## config.mk

```make
export PLATFORM = sky130hd
export DESIGN_NAME = phase_diff_decim
export DESIGN_NICKNAME = d
export VERILOG_FILES = /design/src/rtl/phase_diff_decim.sv
export SDC_FILE = /design/constraint.sdc
export NUM_CORES = 1
export LEC_CHECK = 0
export ABC_AREA = 1
export CAP_MARGIN = 10
export CORE_UTILIZATION = 60
export CTS_CLUSTER_DIAMETER = 150
export DETAILED_ROUTE_END_ITERATION = 16
export PLACE_DENSITY_LB_ADDON = 0.3
export SETUP_SLACK_MARGIN = 0.5
export SYNTH_ARGS = -nofsm -noshare
export SYNTH_HDL_FRONTEND = slang
export SYNTH_SLANG_ARGS = --single-unit
```

## constraint.sdc

```tcl
create_clock -name clk -period 3.6 [get_ports clk]
set_input_delay 0.36 -clock clk [delete_from_list [all_inputs] [get_ports clk]]
set_output_delay 0.36 -clock clk [all_outputs]
set_load 0.1 [all_outputs]
```

## src/rtl/phase_diff_decim.sv

```systemverilog
// Phase discriminator back end. It forms the wrapped difference between
// consecutive angle samples, averages 2^DEC_LOG2 of these differences, and
// presents each average through a valid/ready output register.
module phase_diff_decim #(
  parameter int                 DEC_LOG2 = 3,
  parameter logic signed [15:0] PI_VAL   = 16'sd25736
) (
  input  logic               clk,
  input  logic               rst,
  input  logic               val_i,
  input  logic signed [15:0] angle_i,
  output logic signed [15:0] freq_o,
  output logic               val_o,
  input  logic               rdy_i,
  output logic               ovf_o
);

  localparam int AW    = 16 + DEC_LOG2;
  localparam int DEC_N = 1 << DEC_LOG2;
  localparam logic [DEC_LOG2-1:0] CNT_MAX = DEC_LOG2'(DEC_N - 1);
  localparam logic [DEC_LOG2-1:0] CNT_ONE = DEC_LOG2'(1);

  localparam logic signed [16:0] PI17     = {PI_VAL[15], PI_VAL};
  localparam logic signed [16:0] TWO_PI17 = PI17 <<< 1;

  logic signed [15:0]   prev_angle_q, prev_angle_d;
  logic                 prev_valid_q, prev_valid_d;
  logic signed [15:0]   diff_q, diff_d;
  logic                 diff_val_q, diff_val_d;
  logic signed [AW-1:0] acc_q, acc_d;
  logic [DEC_LOG2-1:0]  cnt_q, cnt_d;
  logic signed [15:0]   freq_q, freq_d;
  logic                 val_q, val_d;
  logic                 ovf_q, ovf_d;

  logic signed [16:0]   d_raw, d_wrap;
  logic signed [AW-1:0] sum, sum_shift;
  logic                 unused_bits;

  // Stage 1: wrapped phase difference of consecutive valid samples.
  always_comb begin
    prev_angle_d = prev_angle_q;
    prev_valid_d = prev_valid_q;
    diff_d       = diff_q;
    diff_val_d   = 1'b0;
    d_raw        = {angle_i[15], angle_i} - {prev_angle_q[15], prev_angle_q};
    d_wrap       = d_raw;
    if (d_raw > PI17) begin
      d_wrap = d_raw - TWO_PI17;
    end else if (d_raw < -PI17) begin
      d_wrap = d_raw + TWO_PI17;
    end
    if (val_i) begin
      prev_angle_d = angle_i;
      prev_valid_d = 1'b1;
      if (prev_valid_q) begin
        diff_d     = d_wrap[15:0];
        diff_val_d = 1'b1;
      end
    end
  end

  // Stage 2: accumulate differences, emit the average, run the output handshake.
  always_comb begin
    acc_d     = acc_q;
    cnt_d     = cnt_q;
    freq_d    = freq_q;
    val_d     = val_q;
    ovf_d     = ovf_q;
    sum       = acc_q + {{DEC_LOG2{diff_q[15]}}, diff_q};
    sum_shift = sum >>> DEC_LOG2;
    if (val_q && rdy_i) begin
      val_d = 1'b0;
    end
    if (diff_val_q) begin
      if (cnt_q == CNT_MAX) begin
        freq_d = sum_shift[15:0];
        acc_d  = '0;
        cnt_d  = '0;
        val_d  = 1'b1;
        // Overwriting a result nobody took is remembered until reset.
        if (val_q && !rdy_i) begin
          ovf_d = 1'b1;
        end
      end else begin
        acc_d = sum;
        cnt_d = cnt_q + CNT_ONE;
      end
    end
  end

  assign unused_bits = ^{d_wrap[16], sum_shift[AW-1:16]};

  // State registers with synchronous reset; partial accumulations are dropped.
  always_ff @(posedge clk) begin
    if (rst) begin
      prev_angle_q <= '0;
      prev_valid_q <= 1'b0;
      diff_q       <= '0;
      diff_val_q   <= 1'b0;
      acc_q        <= '0;
      cnt_q        <= '0;
      freq_q       <= '0;
      val_q        <= 1'b0;
      ovf_q        <= 1'b0;
    end else begin
      prev_angle_q <= prev_angle_d;
      prev_valid_q <= prev_valid_d;
      diff_q       <= diff_d;
      diff_val_q   <= diff_val_d;
      acc_q        <= acc_d;
      cnt_q        <= cnt_d;
      freq_q       <= freq_d;
      val_q        <= val_d;
      ovf_q        <= ovf_d;
    end
  end

  assign freq_o = freq_q;
  assign val_o  = val_q;
  assign ovf_o  = ovf_q;

endmodule

```

==> Word-level counts from Yosys, hierarchy flattened <==
Cells that the tools add are included.
{ "word_totals": {"output_inout_bits": 18, "wordCells": 33, "inputBits": 20, "register_bits": 74} }
{ "op_classes": {"eq_ne": 1, "magnitude_cmp": 2, "n_reduce_logical": 7, "mux": 8, "bitwise": 1, "add_sub_neg": 5} }
{ "op_table": {"columns": ["cell", "n"], "rows": [
  ["$mux 16", 2],
  ["$add 19x19->19", 1],
  ["$mux 19", 1],
  ["$gt 17x16->1 const B", 1],
  ["$lt 17x16->1 const B", 1],
  ["$sub 16x16->17", 1],
  ["$add 16x15->16 const B", 1],
  ["$sub 16x15->16 const B", 1],
  ["$mux 1", 4],
  ["$reduce_and 2->1", 2],
  ["$add 3x1->3 const B", 1],
  ["$eq 3x3->1 const B", 1],
  ["$mux 3", 1],
  ["$reduce_and 3->1", 1],
  ["$logic_and 1x1->1", 2],
  ["$reduce_or 2->1", 1],
  ["$logic_not 1->1", 1],
  ["$not 1->1", 1]
]} }

==> Depth between registers and ports, before layout <==
{ "depth": {"ltp_word": 4, "ltp_mapped": 22, "ltp_nobuf": 21} }

==> Least setup slack after synthesis <==
No wires, ideal clock.
{ "synth_timing": {"path_kind": "input port to flip-flop", "startpoint": "input port angle_i[0]", "endpoint": "register diff_q[4]", "setup_ps": 117, "t_arrival_ps": 2672, "required_time_ps": 3483, "path_stages": 22, "path_slack_ps": 811, "path_buffers": 1, "cell_sequence": "inv_1 ha_1 fa_1 inv_1 nand3_1 nand2_2 xor2_2 inv_2 ha_1 nand3_1 nor2_1 nand2_1 nor2_1 nand3_1 nor2_1 nand3_1 nand3_2 buf_6 nand3_1 nand2_1 nor2_1 nor2_1"} }
{ "synth_via": {"elab_chain_len": 4, "elab_cells_between_ends": 7, "classes_between": "add/sub: 3; order compare: 2; mux: 2"} }
{ "synth_lines": {"columns": ["item", "line_no", "text"], "rows": [
  ["start, declared", "11", "input logic signed [15:0] angle_i,"],
  ["$sub 16x16->17 (*)", "46", "d_raw = {angle_i[15], angle_i} - {prev_angle_q[15], prev_angle_q};"],
  ["$add 16x15->16 / $lt 17x16->1 (equally long branches)", "51, 50", null],
  ["$mux 16", "50", "end else if (d_raw < -PI17) begin"],
  ["$mux 16 (*)", "48", "if (d_raw > PI17) begin"],
  ["end signal, assigned", "109", "diff_q <= diff_d;"],
  ["end, declared", "28", "logic signed [15:0] diff_q, diff_d;"]
]} }
Every way passes the cells marked *; elsewhere a longest branch is shown, timed or not.
A chain may end at the register's enable or synchronous reset.

==> Worst setup path in the final report <==
{ "layout_timing": {"startpoint": "input port angle_i[1]", "endpoint": "register diff_q[6]"} }
Same word-level chain as after synthesis.

==> results.cfg <==
[timing]
holdWs_ns = 0.2875
finalCritPeriodShare_pct = 83.25
drv_slew = 0
worstMarginPinSlew_ns = 0.9732
slew_headroom_pct = 34.92
period_minus_slack_ns = 2.997
hold_viol = 0
fmax_mhz = 333.7
setup_viol = 0
grt_setup_unrepaired = false
clock_skew_ns = 0.01093
final.setup.tns_ns = 0

[power_and_ir_drop]
seqPwrFrac_pct = 36.2
p_clk_share_pct = 26.5
swShare_pct = 40.19
p_int_mw = 1.435
ir_drop_mv = 0.2074
p_switching_mw = 0.9639
comb_power_share_pct = 37.3
p_leak_nw = 3.131
powerDensity_nw_per_um2 = 375.7

[yosys]
yosysUniqueCellTypes = 36
synth_area_um2 = 5565
synth-seq-cells = 74
synthesis.nets = 943
avgSynthCellArea_um2 = 6.310
synth_seq_area_share_pct = 26.62
yosys_warnings = 0
synth_cells = 882

[setup_path]
max_stage_delay_ns = 0.50
critPathTopFamily = simple AND/OR/NAND/NOR gates
arrival_ns = 3.26
worstSetupPathType = primary input to flop
critPathMaxFanout = 5
worst-endpoint-required_ns = 3.86
cp_slowest_cell = clkdlybuf4s50_1
crit_chain = clkdlybuf4s50_1 > inv_1 > fa_2 > inv_2 > nand3_1 > nand2_2 > xor2_2 > inv_2 > ha_2 > nand3_1 > nor2_1 > nand2_1 > nor2_1 > nand3_1 > nor2_1 > nand3_2 > nand3_4 > o21ai_0 > a21oi_1 > nor2_1
critPathLaunchType = primary input
worst_path_most_repeated_cell = nor2_1
cp-end-kind = flop
critPathBufInv = 4

[place]
gp_congestion = 0.9380
dp_hpwl_um = 10380
dpl-instance-area_um2 = 5996
port-buffer-count = 37

[floorplan]
die_x_um = 98.31
core-area_um2 = 8848
ios = 38
initial_utilization_pct = 62.90
fp.dieH_um = 98.31
dieArea_um2 = 9665
row_count = 34

[detailed_routing]
drc = 2
wirelength_um = 14180
via_per_inst = 5.517
wire_per_inst_um = 13.70
drtAntennaViolNets = 0
drt_iter0_markers = 267
drtPass1Iterations = 14
vias = 5710

[clocking]
cts_buffers = 9
h-tree-depth = 3
cts_hold_buffers = 0
clk_pin_slew_ns = 0.09
cts_tree = yes
cts.sinks = 74
root_buffer = clkbuf_8
insertion_delay_ns = 0.36
clockBufferDepth = 2

[layout]
drive_gt1_share_pct = 9.924
final_cell_mix = 212 x nand2_1, 115 x inv_1, 93 x nor2_1
area_delta_synth_final_pct = 14.73
mostFrequentLayoutCell = nand2_1
post-route-cell-area_um2 = 6385
nNetsFinal = 983
n_antenna_cell = 0

[grt]
grt_max_degree = 45
antenna_found_initial = 0
track_usage_pct = 29.78
grt_pass1_wl_um = 23490
overflow = 0
grt_pass1_vias = 5388

[run_status]
status = finished, violations left
violations = design-rule violations

[run]
maxCapViolCount = 0

[min_path]
min_path_type = primary input to flop
## through the flow
stage | util, % | total power, mW | instances | setup WS [ns]
floorplan | - | 1.531 | 882 | 0.8111
global placement | 67.76 | 1.681 | 1009 | 0.1202
detailed placement | 67.76 | 1.697 | 1009 | 0.06901
CTS | 70.01 | 2.330 | 1025 | 0.5040
global route | 72.16 | 2.555 | 1035 | 0.3841
finish | 72.16 | 2.398 | 1035 | 0.6029
## state kept, by name, summed over array words and instances (netlist names)
name          flops
ovf_o             1
diff_val_q        1
cnt_q             3
diff_q           16
prev_angle_q     16
prev_valid_q      1
val_o             1
acc_q            19
freq_o           16
## cell usage after synthesis
| cell | number | area share, % |
|---|---|---|
| nand2_1 | 214 | 14 |
| inv_1 | 117 | 7.9 |
| nor2_1 | 94 | 6.3 |
| a21oi_1 | 77 | 6.9 |
| dfxtp_1 | 74 | 27 |
| o21ai_0 | 65 | 5.8 |
| nand3_1 | 61 | 5.5 |
| ha_1 | 39 | 8.8 |
| nand2_2 | 24 | 2.7 |
| xor2_1 | 21 | 3.3 |
| clkbuf_1 | 19 | 1.3 |
| nand4_1 | 10 | 1.1 |
| o21ai_1 | 10 | 0.90 |
| nor2_2 | 7 | 0.79 |
| xnor2_1 | 6 | 0.94 |
| nand3_2 | 5 | 0.90 |
| and2_1 | 4 | 0.45 |
| buf_6 | 3 | 0.61 |
| clkinv_1 | 3 | 0.20 |
| nand2_4 | 3 | 0.61 |
| nor3_1 | 3 | 0.27 |
| o211ai_1 | 3 | 0.40 |
| a211oi_1 | 2 | 0.27 |
| a21oi_2 | 2 | 0.31 |
| fa_1 | 2 | 0.72 |
| inv_2 | 2 | 0.13 |
| o21bai_1 | 2 | 0.27 |
| o31ai_1 | 2 | 0.27 |
| a21boi_0 | 1 | 0.13 |
| a2bb2oi_1 | 1 | 0.16 |
| a31oi_1 | 1 | 0.11 |
| nand3b_1 | 1 | 0.13 |
| nor3b_1 | 1 | 0.13 |
| nor4_1 | 1 | 0.11 |
| o21ai_2 | 1 | 0.16 |
| xor2_2 | 1 | 0.29 |
## worst register-to-register path: stages, from the launching register on
cell,delay (ns)
dfxtp_1,0.35
ha_4,0.18
fa_2,0.41
inv_2,0.07
nand3_1,0.07
nand2_2,0.11
xor2_2,0.09
inv_2,0.08
ha_2,0.16
nand3_1,0.08
nor2_1,0.11
nand2_1,0.06
nor2_1,0.10
nand3_1,0.09
nor2_1,0.15
nand3_2,0.19
nand3_4,0.18
o21ai_0,0.14
a21oi_1,0.22
nor2_1,0.05
## path summary, 6_finish.rpt
path                                  startpoint          endpoint  slack [ns]  cells after the start
worst max-delay path                  angle_i[1]         diff_q[6]        0.60                     20
worst min-delay path                  angle_i[0]   prev_angle_q[0]        0.29                      3
worst max register to register   prev_angle_q[0]         diff_q[6]        0.61                     19
worst min register to register  prev_angle_q[12]  prev_angle_q[12]        0.47                      2
## layer usage
metal | global-route usage (%) | vias up | wire [µm]
li1 | - | 2930 | -
met1 | 32.80 | 2604 | 5935
met2 | 56.99 | 142 | 7424
met3 | 4.009 | 34 | 437
met4 | 12.28 | 0 | 380
met5 | 0 | - | 0
## power groups by stage
stage	Sequential [mW]	Clock [mW]	Combinational, mW
6_report	0.868	0.636	0.895
5_1_grt	0.872	0.681	1.00
4_1_cts	0.867	0.644	0.820
3_5_place_dp	0.886	0	0.812
3_3_place_gp	0.884	0	0.796
2_1_floorplan	0.880	0	0.651
## layout make-up
type	instances	area [µm²]
clock buffers	10	137.6
clock inverters	6	48.80
fillers	767	2464
inverters	122	457.9
multi-input cells	666	3652
flip-flops and latches	74	1481
well taps	108	135.1
repair buffers	49	471.7
## cell families (layout without fill, tap and decap cells)
family / after synthesis / in the layout / synth area share [%]
flip-flops: 74 / 74 / 26.62
AND/OR/NAND/NOR: 428 / 430 / 33.48
AO/OA/AOI/OAI: 167 / 167 / 15.76
XOR/XNOR: 28 / 28 / 4.542
buffers and inverters: 144 / 187 / 10.12
adder cells (fa/ha/maj): 41 / 41 / 9.487
## what timing repair did
item                                   in CTS  in global routing
setup buffers                               0                  8
gates cloned                                0                  2
pin swaps                                   1                 13
resized for setup                           2                 27
setup endpoints to repair                  12                 12
endpoints found under the hold margin       0                  0
No activity file was read; power rests on OpenSTA's default activity.
==> RTL change 1: new RTL, same settings <==
Reset style: asynchronous (`rst`), changed in one clocked block. Comments in the files are not updated.
--- a/src/rtl/phase_diff_decim.sv
+++ b/src/rtl/phase_diff_decim.sv
@@ -93,5 +93,5 @@
 
   // State registers with synchronous reset; partial accumulations are dropped.
-  always_ff @(posedge clk) begin
+  always_ff @(posedge clk or posedge rst) begin
     if (rst) begin
       prev_angle_q <= '0;
Behaviour: no difference found for any inputs over 10 cycles, from zero or initial values and one cycle with rst high; that may be too few to reach the edited logic, so the function may still have changed.
==> RTL change 1 against the unedited design <==
Utilization grew 1.6 points; synthesized cell count shrank 2.9%; count of clock-buffer cells in the layout is the same; sequential cell count is the same; register-to-register slack gained 40 ps; via count grew 4.6%; critical path depth shrank 2; setup slack lost 54 ps; cell area grew 6.7%; wire length grew 12%; synthesized area grew 2.9%; largest cell class unchanged.
Power is not compared: it rests on default switching activity, and its combinational part moved more than twofold at a synthesized area within 25%.
==> RTL change 1: results (changes against the unedited design) <==
Outcome - finished clean (was complete, but fails checks)
Ratio of cells with drive above 1 in the final layout - 11.23% (was 9.924%)
Synthesized-area fraction occupied by xor and xnor cells - 3.365% (was 4.541%)
Most used flip-flop cell after synthesis - sky130_fd_sc_hd__dfrtp_1 (was sky130_fd_sc_hd__dfxtp_1)
DR WL/cell - 15.36 µm (was 13.70 µm)
Number of nets in the synthesized netlist - 917 (was 943)
Final std cells w/o fill - 1037 (was 1035)
Top cell types by occurrence after synthesis - 316 x sky130_fd_sc_hd__nand2_1, 94 x sky130_fd_sc_hd__inv_1, 77 x sky130_fd_sc_hd__nand3_1, 74 x sky130_fd_sc_hd__dfrtp_1, 58 x sky130_fd_sc_hd__nor2_1 (was 214 x sky130_fd_sc_hd__nand2_1, 117 x sky130_fd_sc_hd__inv_1, 94 x sky130_fd_sc_hd__nor2_1, 77 x sky130_fd_sc_hd__a21oi_1, 74 x sky130_fd_sc_hd__dfxtp_1)
Data arrival time of the critical path - 3290 ps (was 3260 ps)
Non-clock buffers, area share - 6.942% (was 7.388%)
Share of synthesized cell area in full adder, half adder and majority cells - 9.222% (was 9.487%)
Area occupied by registers - 1852 µm² (was 1481 µm²)
Min-delay worst type - primary input to async pin (was primary input to flop)
Pre-CTS setup slack - 5.685 ps (was 69.01 ps)
Number of distinct library cells after synthesis - 39 (was 36)
Count of multi-input combinational gates - 673 (was 666)
Share of flip-flops with an asynchronous set or reset - 100.0% (was 0%)
Via count of the first global-routing pass - 5720 (was 5388)
Number of fill cells - 745 (was 767)
# nets final - 964 (was 983)
Hpwl dp - 11.34 mm (was 10.38 mm)
Top cells by area in the synthesized netlist - sky130_fd_sc_hd__dfrtp_1 32%, sky130_fd_sc_hd__nand2_1 21%, sky130_fd_sc_hd__ha_1 8.5%, sky130_fd_sc_hd__nand3_1 6.7%, sky130_fd_sc_hd__inv_1 6.2% (was sky130_fd_sc_hd__dfxtp_1 27%, sky130_fd_sc_hd__nand2_1 14%, sky130_fd_sc_hd__ha_1 8.8%, sky130_fd_sc_hd__inv_1 7.9%, sky130_fd_sc_hd__a21oi_1 6.9%)
Post-Syn Instances - 856 (was 882)
Total of cells resized after clock tree synthesis - 8 (was 2)
Combined area of the multi-input logic cells - 3699 µm² (was 3652 µm²)
Part of the Yosys area used for sequential elements - 32.34% (was 26.62%)
Per-cell via count in the routed design - 5.762 (was 5.517)
## RTL change 1: worst max-delay path: stages
cell and delay (ps):
sky130_fd_sc_hd__clkdlybuf4s50_1 450, sky130_fd_sc_hd__inv_1 50, sky130_fd_sc_hd__ha_2 200, sky130_fd_sc_hd__fa_2 400, sky130_fd_sc_hd__inv_2 100, sky130_fd_sc_hd__nand3_4 100
sky130_fd_sc_hd__nand2_4 90, sky130_fd_sc_hd__nand3_1 150, sky130_fd_sc_hd__nand4_1 170, sky130_fd_sc_hd__nand2_4 100, sky130_fd_sc_hd__nand3_1 100, sky130_fd_sc_hd__nand2_1 80
sky130_fd_sc_hd__nand2_2 140, sky130_fd_sc_hd__nand2_2 120, sky130_fd_sc_hd__nor2_2 330, sky130_fd_sc_hd__o21ai_1 140, sky130_fd_sc_hd__nand3_1 110, sky130_fd_sc_hd__nand2_1 70
## RTL change 1: report_power, final
group          leakage [nW]  switching [mW]  total, mW  internal [mW]
clock                 0.131           0.334      0.869          0.535
sequential            0.901           0.183       1.30           1.12
combinational          2.47            2.32       3.42           1.10
total                  3.50            2.84       5.59           2.75
## RTL change 1: worst paths after layout
kind / end / slack [ps] / start / cells past startpoint
max: diff_q[4] / 550 / angle_i[0] / 18
min: acc_q[2] / 400 / rst / 2
max reg2reg: diff_q[4] / 650 / prev_angle_q[0] / 16
min reg2reg: ovf_o / 470 / ovf_o / 2
max in group asynchronous: acc_q[12] / 2520 / rst / 3
min in group clk: ovf_o / 470 / ovf_o / 2
## RTL change 1: layer usage
metal | routed length, µm | track usage, % | vias up | part of all wire, %
met5 | 0 | 0 | - | 0
met2 | 7945 | 56.02 | 281 | 50
met3 | 1082 | 5.341 | 62 | 6.8
met1 | 6336 | 38.84 | 2775 | 40
met4 | 566 | 15.16 | 0 | 3.6
li1 | - | - | 2857 | -
==> RTL change 2: new RTL, config.mk and constraints unchanged <==
Without the edit above. Set the parameter `DEC_LOG2` to 5 (it was 3).
--- a/src/rtl/phase_diff_decim.sv
+++ b/src/rtl/phase_diff_decim.sv
@@ -3,5 +3,5 @@
 // presents each average through a valid/ready output register.
 module phase_diff_decim #(
-  parameter int                 DEC_LOG2 = 3,
+  parameter int                 DEC_LOG2 = 5,
   parameter logic signed [15:0] PI_VAL   = 16'sd25736
 ) (
Behaviour: no difference found for any inputs over 10 cycles, from zero or initial values and one cycle with rst high; that may be too few to reach the edited logic, so the function may still have changed.
==> RTL change 2 against the unedited design <==
Sequential cell count up 4; synthesized area is 4.2% higher; count of clock-buffer cells in the layout down 1; setup slack improved by 53 ps; wire length down 2.8%; combinational power grew 6.8%; total power grew 4.7%; cell area is 5.1% higher.
==> RTL change 2: results (changes against the unedited design) <==
Aggregate global-route resource usage - 28.18% (was 29.78%)
Outcome - finished clean (was complete, but fails checks)
Pre-CTS setup slack - 104.2 ps (was 69.01 ps)
Worst supply voltage drop on vdd - 0.2939 mV (was 0.2074 mV)
Cell-internal power - 1.506 mW (was 1.435 mW)
Min-delay worst type - flop to flop (was primary input to flop)
Largest register FFs - 21 (was 19)
DP Cell Count - 1053 (was 1009)
Ratio of cells with drive above 1 in the final layout - 12.29% (was 9.924%)
Part of the Yosys area used for sequential elements - 26.91% (was 26.62%)
Number of distinct library cells after synthesis - 45 (was 36)
Largest net degree at the start of global routing - 49 (was 45)
Share of synthesized cell area in full adder, half adder and majority cells - 9.532% (was 9.487%)
Number of nets in the synthesized netlist - 964 (was 943)
Top cell types by occurrence after synthesis - 235 x sky130_fd_sc_hd__nand2_1, 110 x sky130_fd_sc_hd__inv_1, 90 x sky130_fd_sc_hd__nand3_1, 78 x sky130_fd_sc_hd__dfxtp_1, 73 x sky130_fd_sc_hd__a21oi_1 (was 214 x sky130_fd_sc_hd__nand2_1, 117 x sky130_fd_sc_hd__inv_1, 94 x sky130_fd_sc_hd__nor2_1, 77 x sky130_fd_sc_hd__a21oi_1, 74 x sky130_fd_sc_hd__dfxtp_1)
# nets final - 1010 (was 983)
DR WL/cell - 12.75 µm (was 13.70 µm)
Global-route wire length before repair - 23.20 mm (was 23.49 mm)
Via count of the first global-routing pass - 5295 (was 5388)
Syn_area_per_cell - 6.439 µm² (was 6.310 µm²)
Synthesized-area fraction occupied by xor and xnor cells - 3.472% (was 4.541%)
Top cells by area in the synthesized netlist - sky130_fd_sc_hd__dfxtp_1 27%, sky130_fd_sc_hd__nand2_1 15%, sky130_fd_sc_hd__ha_1 8.8%, sky130_fd_sc_hd__nand3_1 7.8%, sky130_fd_sc_hd__inv_1 7.1% (was sky130_fd_sc_hd__dfxtp_1 27%, sky130_fd_sc_hd__nand2_1 14%, sky130_fd_sc_hd__ha_1 8.8%, sky130_fd_sc_hd__inv_1 7.9%, sky130_fd_sc_hd__a21oi_1 6.9%)
Kind of cell with the highest combined delay on the critical path - buffers and inverters (was simple AND/OR/NAND/NOR gates)
Total iterations of the first detailed-routing run - 5 (was 14)
Per-cell via count in the routed design - 5.430 (was 5.517)
Antenna Cells - 0 (unchanged)
Slew at the pin with the worst max-slew slack - 969.5 ps (was 973.2 ps)
Largest driver fanout on the critical path - 9 (was 5)
Clock tree skew after final layout - 13.65 ps (was 10.93 ps)
Fraction of the mapped netlist area in compound gates - 14.21% (was 15.76%)
Hpwl dp - 10.05 mm (was 10.38 mm)
[RTL change 2: cell types whose count changed in the layout (fill, tap and decap cells not counted), sizes merged, moves of 4 or more]
| cell | change |
|---|---|
| or2 | +14 |
| nand4 | +9 |
| nor2 | -42 |
| dfxtp | +4 |
| nor3 | +4 |
| nand3 | +29 |
| xor2 | -7 |
| o21ai | -12 |
| buf | +5 |
| nand2 | +18 |
[RTL change 2: tightest hold or removal path: stages (launching register included)]
cell,delay [ps]
sky130_fd_sc_hd__dfxtp_1,340
sky130_fd_sc_hd__nand2_1,50
sky130_fd_sc_hd__o21ai_0,50
[RTL change 2: path summary, 6_finish.rpt]
path / start / to / slack (ps) / cells after the start
max: angle_i[0] / diff_q[7] / 660 / 22
min: ovf_o / ovf_o / 470 / 2
max reg2reg: prev_angle_q[1] / diff_q[7] / 770 / 21
min reg2reg: ovf_o / ovf_o / 470 / 2
[RTL change 2: power by group through the flow]
stage	Sequential (mW)	Combinational, mW	Clock (mW)
after floorplan	0.927	0.678	0
after global placement	0.934	0.829	0
after detailed placement	0.934	0.838	0
after CTS	0.914	0.864	0.646
after global routing	0.920	1.07	0.688
final	0.916	0.956	0.640
[RTL change 2: layout make-up]
cell class              instances  area, µm²
repair buffers                 54      505.5
well taps                     129      161.4
clock buffers                   9      123.9
multi-input cells             685       3840
fillers                       802       2574
clock inverters                 7      66.31
flip-flops and latches         78       1562
inverters                     119      451.7
[RTL change 2: kinds of logic after synthesis]
group	Yosys count
compound gates	154
flops	78
fa+ha+maj	43
buf+inv	139
simple gates	464
xor+xnor	23
[RTL change 2: through the flow]
step | power, mW | hold slack (ps) | area (µm²)
after floorplan | 1.606 | 434.3 | 5802
after global placement | 1.763 | 438.3 | 6284
after detailed placement | 1.773 | 446.1 | 6284
after CTS | 2.424 | 467.5 | 6499
after global routing | 2.679 | 487.6 | 6710
final | 2.512 | 465.3 | 6710
[RTL change 2: repair_timing]
action	in CTS	in global routing
resized for setup	0	38
hold buffers	0	0
endpoints found under the setup margin	2	12
endpoints found under the hold margin	0	0
pin swaps	1	12
cloned	1	0
buffers inserted	2	9
[RTL change 2: layer usage]
layer	vias up	routed length, µm	track usage, %
li1	3050	-	-
met1	2655	6149	33.30
met2	136	6845	52.11
met3	29	533	4.109
met4	0	253	8.919
met5	-	0	0
